**src/rtl/microp_pkg.sv**
```systemverilog
// Shared opcodes, FSM state encoding and instruction field positions for the
// multicycle microp core.
package microp_pkg;
  localparam logic [3:0] OP_NOP  = 4'd0;
  localparam logic [3:0] OP_LI   = 4'd1;
  localparam logic [3:0] OP_ADD  = 4'd2;
  localparam logic [3:0] OP_SUB  = 4'd3;
  localparam logic [3:0] OP_AND  = 4'd4;
  localparam logic [3:0] OP_OR   = 4'd5;
  localparam logic [3:0] OP_OUT  = 4'd6;
  localparam logic [3:0] OP_BEQZ = 4'd7;
  localparam logic [3:0] OP_JMP  = 4'd8;
  localparam logic [3:0] OP_HALT = 4'd9;

  typedef enum logic [1:0] {
    ST_FETCH = 2'd0,
    ST_EXEC  = 2'd1,
    ST_HALT  = 2'd2
  } state_t;

  localparam int OP_HI  = 15;
  localparam int OP_LO  = 12;
  localparam int RD_HI  = 11;
  localparam int RD_LO  = 10;
  localparam int RS_HI  = 9;
  localparam int RS_LO  = 8;
  localparam int IMM_HI = 7;
  localparam int IMM_LO = 0;
endpackage

```
**src/rtl/microp_if.sv**
```systemverilog
// Program ROM fetch port plus display output of the microp core.
interface microp_if #(parameter int DATA_W = 8, parameter int ADDR_W = 8);
  logic [ADDR_W-1:0] instr_addr;
  logic [15:0]       instr_data;
  logic [DATA_W-1:0] display;
  logic              display_valid;

  modport master (output instr_addr, display, display_valid, input instr_data);
  modport slave  (input instr_addr, display, display_valid, output instr_data);
endinterface

```
**src/rtl/microp_alu.sv**
```systemverilog
// Combinational ALU for ADD/SUB/AND/OR; carry is carry-out on ADD, borrow on SUB.
module microp_alu
  import microp_pkg::*;
#(
  parameter int DATA_W = 8
) (
  input  logic [3:0]        op,
  input  logic [DATA_W-1:0] a,
  input  logic [DATA_W-1:0] b,
  output logic [DATA_W-1:0] result,
  output logic              carry,
  output logic              zero
);
  logic [DATA_W:0] ext;

  // Top bit of the widened difference is set exactly when a < b.
  always_comb begin
    ext = '0;
    case (op)
      OP_ADD:  ext = {1'b0, a} + {1'b0, b};
      OP_SUB:  ext = {1'b0, a} - {1'b0, b};
      OP_AND:  ext = {1'b0, a & b};
      OP_OR:   ext = {1'b0, a | b};
      default: ext = '0;
    endcase
  end

  assign result = ext[DATA_W-1:0];
  assign carry  = ext[DATA_W];
  assign zero   = (result == '0);
endmodule

```
**src/rtl/microp_core.sv**
```systemverilog
// Two-cycle (FETCH/EXEC) register-file CPU with run/pause, branch, HALT,
// carry/zero flags and a sticky illegal-opcode flag.
module microp_core
  import microp_pkg::*;
#(
  parameter int DATA_W = 8,
  parameter int ADDR_W = 8
) (
  input  logic     clk,
  input  logic     reset,
  input  logic     run,
  microp_if.master bus,
  output logic     halted,
  output logic     zero,
  output logic     carry,
  output logic     illegal
);
  state_t                  state, state_nxt;
  logic [ADDR_W-1:0]       pc, pc_nxt;
  logic [15:0]             ir;
  logic [3:0][DATA_W-1:0]  rf;
  logic [3:0]              op;
  logic [1:0]              rd, rs;
  logic [7:0]              imm;
  logic [DATA_W-1:0]       imm_d, a, b, alu_res;
  logic                    alu_c, alu_z;

  assign op  = ir[OP_HI:OP_LO];
  assign rd  = ir[RD_HI:RD_LO];
  assign rs  = ir[RS_HI:RS_LO];
  assign imm = ir[IMM_HI:IMM_LO];
  assign a   = rf[rd];
  assign b   = rf[rs];

  generate
    if (DATA_W > 8) begin : g_imm_zext
      assign imm_d = {{(DATA_W-8){1'b0}}, imm};
    end else begin : g_imm_trunc
      assign imm_d = imm[DATA_W-1:0];
    end
  endgenerate

  microp_alu #(.DATA_W(DATA_W)) u_alu (
    .op     (op),
    .a      (a),
    .b      (b),
    .result (alu_res),
    .carry  (alu_c),
    .zero   (alu_z)
  );

  always_ff @(posedge clk or negedge reset) begin
    if (!reset) state <= ST_FETCH;
    else        state <= state_nxt;
  end

  // pc_nxt is only consumed in EXEC; HALT keeps the PC pointing at itself.
  always_comb begin
    state_nxt = state;
    pc_nxt    = pc + ADDR_W'(1);
    case (state)
      ST_FETCH: if (run) state_nxt = ST_EXEC;
      ST_EXEC:  state_nxt = (op == OP_HALT) ? ST_HALT : ST_FETCH;
      ST_HALT:  state_nxt = ST_HALT;
      default:  state_nxt = ST_FETCH;
    endcase
    case (op)
      OP_BEQZ: if (b == '0) pc_nxt = imm[ADDR_W-1:0];
      OP_JMP:  pc_nxt = imm[ADDR_W-1:0];
      OP_HALT: pc_nxt = pc;
      default: ;
    endcase
  end

  always_ff @(posedge clk or negedge reset) begin
    if (!reset) begin
      pc                <= '0;
      ir                <= '0;
      rf                <= '0;
      bus.display       <= '0;
      bus.display_valid <= 1'b0;
      zero              <= 1'b0;
      carry             <= 1'b0;
      illegal           <= 1'b0;
    end else begin
      bus.display_valid <= 1'b0;
      if (state == ST_FETCH && run) ir <= bus.instr_data;
      if (state == ST_EXEC) begin
        pc <= pc_nxt;
        case (op)
          OP_LI: rf[rd] <= imm_d;
          OP_ADD, OP_SUB, OP_AND, OP_OR: begin
            rf[rd] <= alu_res;
            zero   <= alu_z;
            carry  <= alu_c;
          end
          OP_OUT: begin
            bus.display       <= b;
            bus.display_valid <= 1'b1;
          end
          default: if (op > OP_HALT) illegal <= 1'b1;
        endcase
      end
    end
  end

  assign bus.instr_addr = pc;
  assign halted         = (state == ST_HALT);
endmodule
```
**src/flat_wrapper.sv**
```systemverilog
// flat-port wrapper written by rule: the top's interface ports become plain ports
module microp_core_flat import microp_pkg::*;
#(
  parameter int DATA_W = 8,
  parameter int ADDR_W = 8
)
  (clk, reset, run, halted, zero, carry, illegal, bus_instr_addr, bus_display, bus_display_valid, bus_instr_data);
  microp_if #(.DATA_W(DATA_W), .ADDR_W(ADDR_W)) bus_i ();
  input  logic clk;
  input  logic reset;
  input  logic run;
  output logic halted;
  output logic zero;
  output logic carry;
  output logic illegal;
  output wire logic [$bits(bus_i.instr_addr)-1:0] bus_instr_addr;
  output wire logic [$bits(bus_i.display)-1:0] bus_display;
  output wire logic [$bits(bus_i.display_valid)-1:0] bus_display_valid;
  input wire logic [$bits(bus_i.instr_data)-1:0] bus_instr_data;
  assign bus_instr_addr = bus_i.instr_addr;
  assign bus_display = bus_i.display;
  assign bus_display_valid = bus_i.display_valid;
  assign bus_i.instr_data = bus_instr_data;
  microp_core #(.DATA_W(DATA_W), .ADDR_W(ADDR_W)) u_core (.clk(clk), .reset(reset), .run(run), .bus(bus_i), .halted(halted), .zero(zero), .carry(carry), .illegal(illegal));
endmodule
```
**config.mk**
```make
export PLATFORM = sky130hd
export DESIGN_NAME = microp_core_flat
export DESIGN_NICKNAME = d
export VERILOG_FILES = /design/src/rtl/microp_pkg.sv /design/src/rtl/microp_if.sv /design/src/rtl/microp_alu.sv /design/src/rtl/microp_core.sv /design/src/flat_wrapper.sv
export SDC_FILE = /design/constraint.sdc
export NUM_CORES = 1
export LEC_CHECK = 0
export CAP_MARGIN = 20
export CORE_AREA = 2 2 100 102
export DETAILED_ROUTE_END_ITERATION = 6
export DIE_AREA = 0 0 102 104
export GPL_TIMING_DRIVEN = 0
export PLACE_DENSITY = 0.63
export SYNTH_ARGS = -nofsm -noshare
export SYNTH_HDL_FRONTEND = slang
export SYNTH_HIERARCHICAL = 1
export SYNTH_SLANG_ARGS = --single-unit
export TNS_END_PERCENT = 100
```
**constraint.sdc**
```tcl
create_clock -name clk -period 8.2 [get_ports clk]
set_clock_uncertainty 0.2 [all_clocks]
set_input_delay 0.82 -clock clk [delete_from_list [all_inputs] [get_ports clk]]
set_output_delay 0.82 -clock clk [all_outputs]
set_load 0.02 [all_outputs]
```
==> impl_metrics.yaml <==
critical_path:
  crit_fanout: 9
  crit_required_ns: 8.20
  criticalPathCategory: "reg2reg"
  critPathLaunchType: "flip-flop"
  arrival_ns: 4.33
  critical_path.endpoint_type: "flip-flop"
detailed_routing:
  antenna_left: 0
  num_vias: 3261
  drt-total-wl_um: 10200
  wire_per_inst_um: 17.7
  drc: 0
  drt_iter0_drc: 189
  viasPerCell: 5.62
  firstDrtPassIters: 5
place:
  gp_congestion: 0.896
  hpwlAfterDp_um: 7350
  port_buffers: 39
  place_worst_setup_slack_ns: 3.88
  placed_cell_area_um2: 4730
global_route:
  grt_max_degree: 71
  gr-total-overflow: 0
  grt_use_total: 0.202
  first_global_vias: 3087
  grt_pass1_wl_um: 16400
  antenna_found_initial: 0
synthesis:
  seq_area_frac_synth: 0.420
  syn-cell-area_um2: 4170
  synth_edf_count: 0
  syn_avg_cell_area_um2: 10.6
  ys.flop_type: "dfrtp_1"
  syn_inst: 392
  ys_types: 66
  async_flop_share: 1.00
  synth_warnings: 6
  syn_nets: 424
  yosys_register_bits: 70
finish:
  layout_commonest_cell: "dfrtp_1"
  syn2layout_area_growth_pct: 17.6
  drive_above_1_share: 0.170
  antenna_cells: 0
  final_cell_mix: "dfrtp_1, clkdlybuf4s50_1, nor2_1, nand2_1, o21ai_0"
  multiInputGateArea_um2: 2290
  final_nets: 474
  final_area_um2: 4900
  regArea_um2: 1750
  fill_cells: 916
die:
  die_h_um: 104
  die_w_um: 102
  rows: 36
  die_area_um2: 10600
  ios: 40
  core_um2: 9550
  start_util: 0.437
cts:
  h-tree-depth: 3
  postCtsSetupBuffers: 0
  path_clk_slew_ns: 0.08
  cts_tree: "yes"
  clock_latency_ns: 0.34
  cts_buffer_depth: 2
  cts.sinks: 70
  cts_resized: 0
  cts_hold_buf: 0
  cts_root_buf: "clkbuf_8"
  numCtsBuffers: 9
sta:
  fin_crit_ns: 4.33
  slew_headroom: 0.313
  hold_slack_ns: 0.265
  tightestPinTransition_ns: 1.02
  timing.final.crit_share: 0.528
  hold_viol_final: 0
  max_freq_mhz: 231
  setup_violations: 0
  rsz0062_at_grt: "false"
  fin_ws_ns: 3.87
  setup_tns_ns: 0
  maxSlewViolCount: 0
power:
  p_leak_nw: 2.04
  ir_worst_vdd_uv: 196
  powerDensity_nw_per_um2: 486
  total_power_w: 0.00239
worst_hold_path:
  hold_path_class: "reg2reg"
flow_run:
  maxCapViolCount: 0
status:
  outcome: "finished, final reports clean"
[critical path, stage by stage (launching register included)]
cell,delay (ns)
dfrtp_1,0.34
buf_6,0.18
mux4_2,0.65
inv_1,0.14
ha_1,0.24
mux2i_1,0.29
ha_1,0.29
nor2b_1,0.14
o221a_1,0.25
o41a_1,0.33
or3_1,0.31
a31o_1,0.25
mux2i_1,0.40
o21ai_0,0.16
[layout make-up]
| class | count | area share |
|---|---|---|
| clock inverter | 2 | 0.00332 |
| sequential | 70 | 0.357 |
| multi-input combinational | 297 | 0.467 |
| tap | 133 | 0.0339 |
| clock buffer | 14 | 0.0332 |
| buffer | 19 | 0.0217 |
| inverter | 6 | 0.00459 |
| timing repair buffer | 39 | 0.0791 |
[metal layers]
metal | vias up | GRT usage | share of wire
li1 | 1558 | - | -
met5 | - | 0 | 0
met1 | 1613 | 0.297 | 0.47
met3 | 12 | 0.0302 | 0.040
met4 | 0 | 0.0695 | 0.015
met2 | 78 | 0.304 | 0.47
[Yosys cell counts, types with 3 or more instances]
| cell type | instances | area, µm² |
|---|---|---|
| a211o_1 | 3 | 26.3 |
| a21o_1 | 4 | 30.0 |
| a21oi_1 | 29 | 145 |
| clkbuf_1 | 10 | 37.5 |
| clkbuf_4 | 3 | 22.5 |
| dfrtp_1 | 70 | 1750 |
| ha_1 | 12 | 150 |
| inv_1 | 6 | 22.5 |
| mux2_2 | 25 | 282 |
| mux2i_1 | 10 | 100 |
| mux4_2 | 14 | 315 |
| nand2_1 | 37 | 139 |
| nand2b_1 | 3 | 18.8 |
| nand3_1 | 3 | 15.0 |
| nor2_1 | 38 | 143 |
| nor2b_1 | 3 | 18.8 |
| nor3_1 | 6 | 30.0 |
| nor3b_1 | 3 | 22.5 |
| nor4_2 | 3 | 37.5 |
| o21ai_0 | 31 | 155 |
| o22ai_1 | 4 | 25.0 |
| o31ai_1 | 3 | 22.5 |
| or3_1 | 7 | 43.8 |
| xnor2_1 | 7 | 61.3 |
| xor2_1 | 4 | 35.0 |
[where the power goes]
group	leakage [nW]	switching, W	internal, W
registers	0.859	0.000115	0.000483
logic	1.09	0.000836	0.000697
clock network	0.0869	0.000127	0.000128
[kinds of logic after synthesis]
kind of cell	share of synthesized area
compound gates	0.146
xor+xnor	0.0231
fa+ha+maj	0.0408
buf+inv	0.0309
flops	0.420
mux	0.180
simple gates	0.160
[worst paths after layout]
kind                                       startpoint                    endpoint  slack, ns  cells after the start
max                          u_core/ir[8]$_DFFE_PN0P_   u_core/rf[23]$_DFFE_PN0P_       3.87                     13
min                        u_core/illegal$_DFFE_PN0P_  u_core/illegal$_DFFE_PN0P_       0.27                      1
max reg2reg                  u_core/ir[8]$_DFFE_PN0P_   u_core/rf[23]$_DFFE_PN0P_       3.87                     13
min reg2reg                u_core/illegal$_DFFE_PN0P_  u_core/illegal$_DFFE_PN0P_       0.27                      1
max in group asynchronous                       reset   u_core/rf[31]$_DFFE_PN0P_       6.83                      1
min in group asynchronous                       reset    u_core/ir[6]$_DFFE_PN0P_       0.41                      1
[registers in the layout, indices dropped and copies added (netlist names)]
signal / cells
u_core/state: 2
u_core/rf: 32
u_core/bus.display: 8
u_core/bus.display_valid: 1
u_core/illegal: 1
u_core/ir: 16
u_core/zero: 1
u_core/carry: 1
u_core/bus.instr_addr: 8
[stage by stage]
stage,instances,util
finish,580,0.514
global route,580,0.514
CTS,580,0.514
detailed placement,564,0.495
global placement,564,0.495
floorplan,392,-
Power figures use the tool's default switching activity.
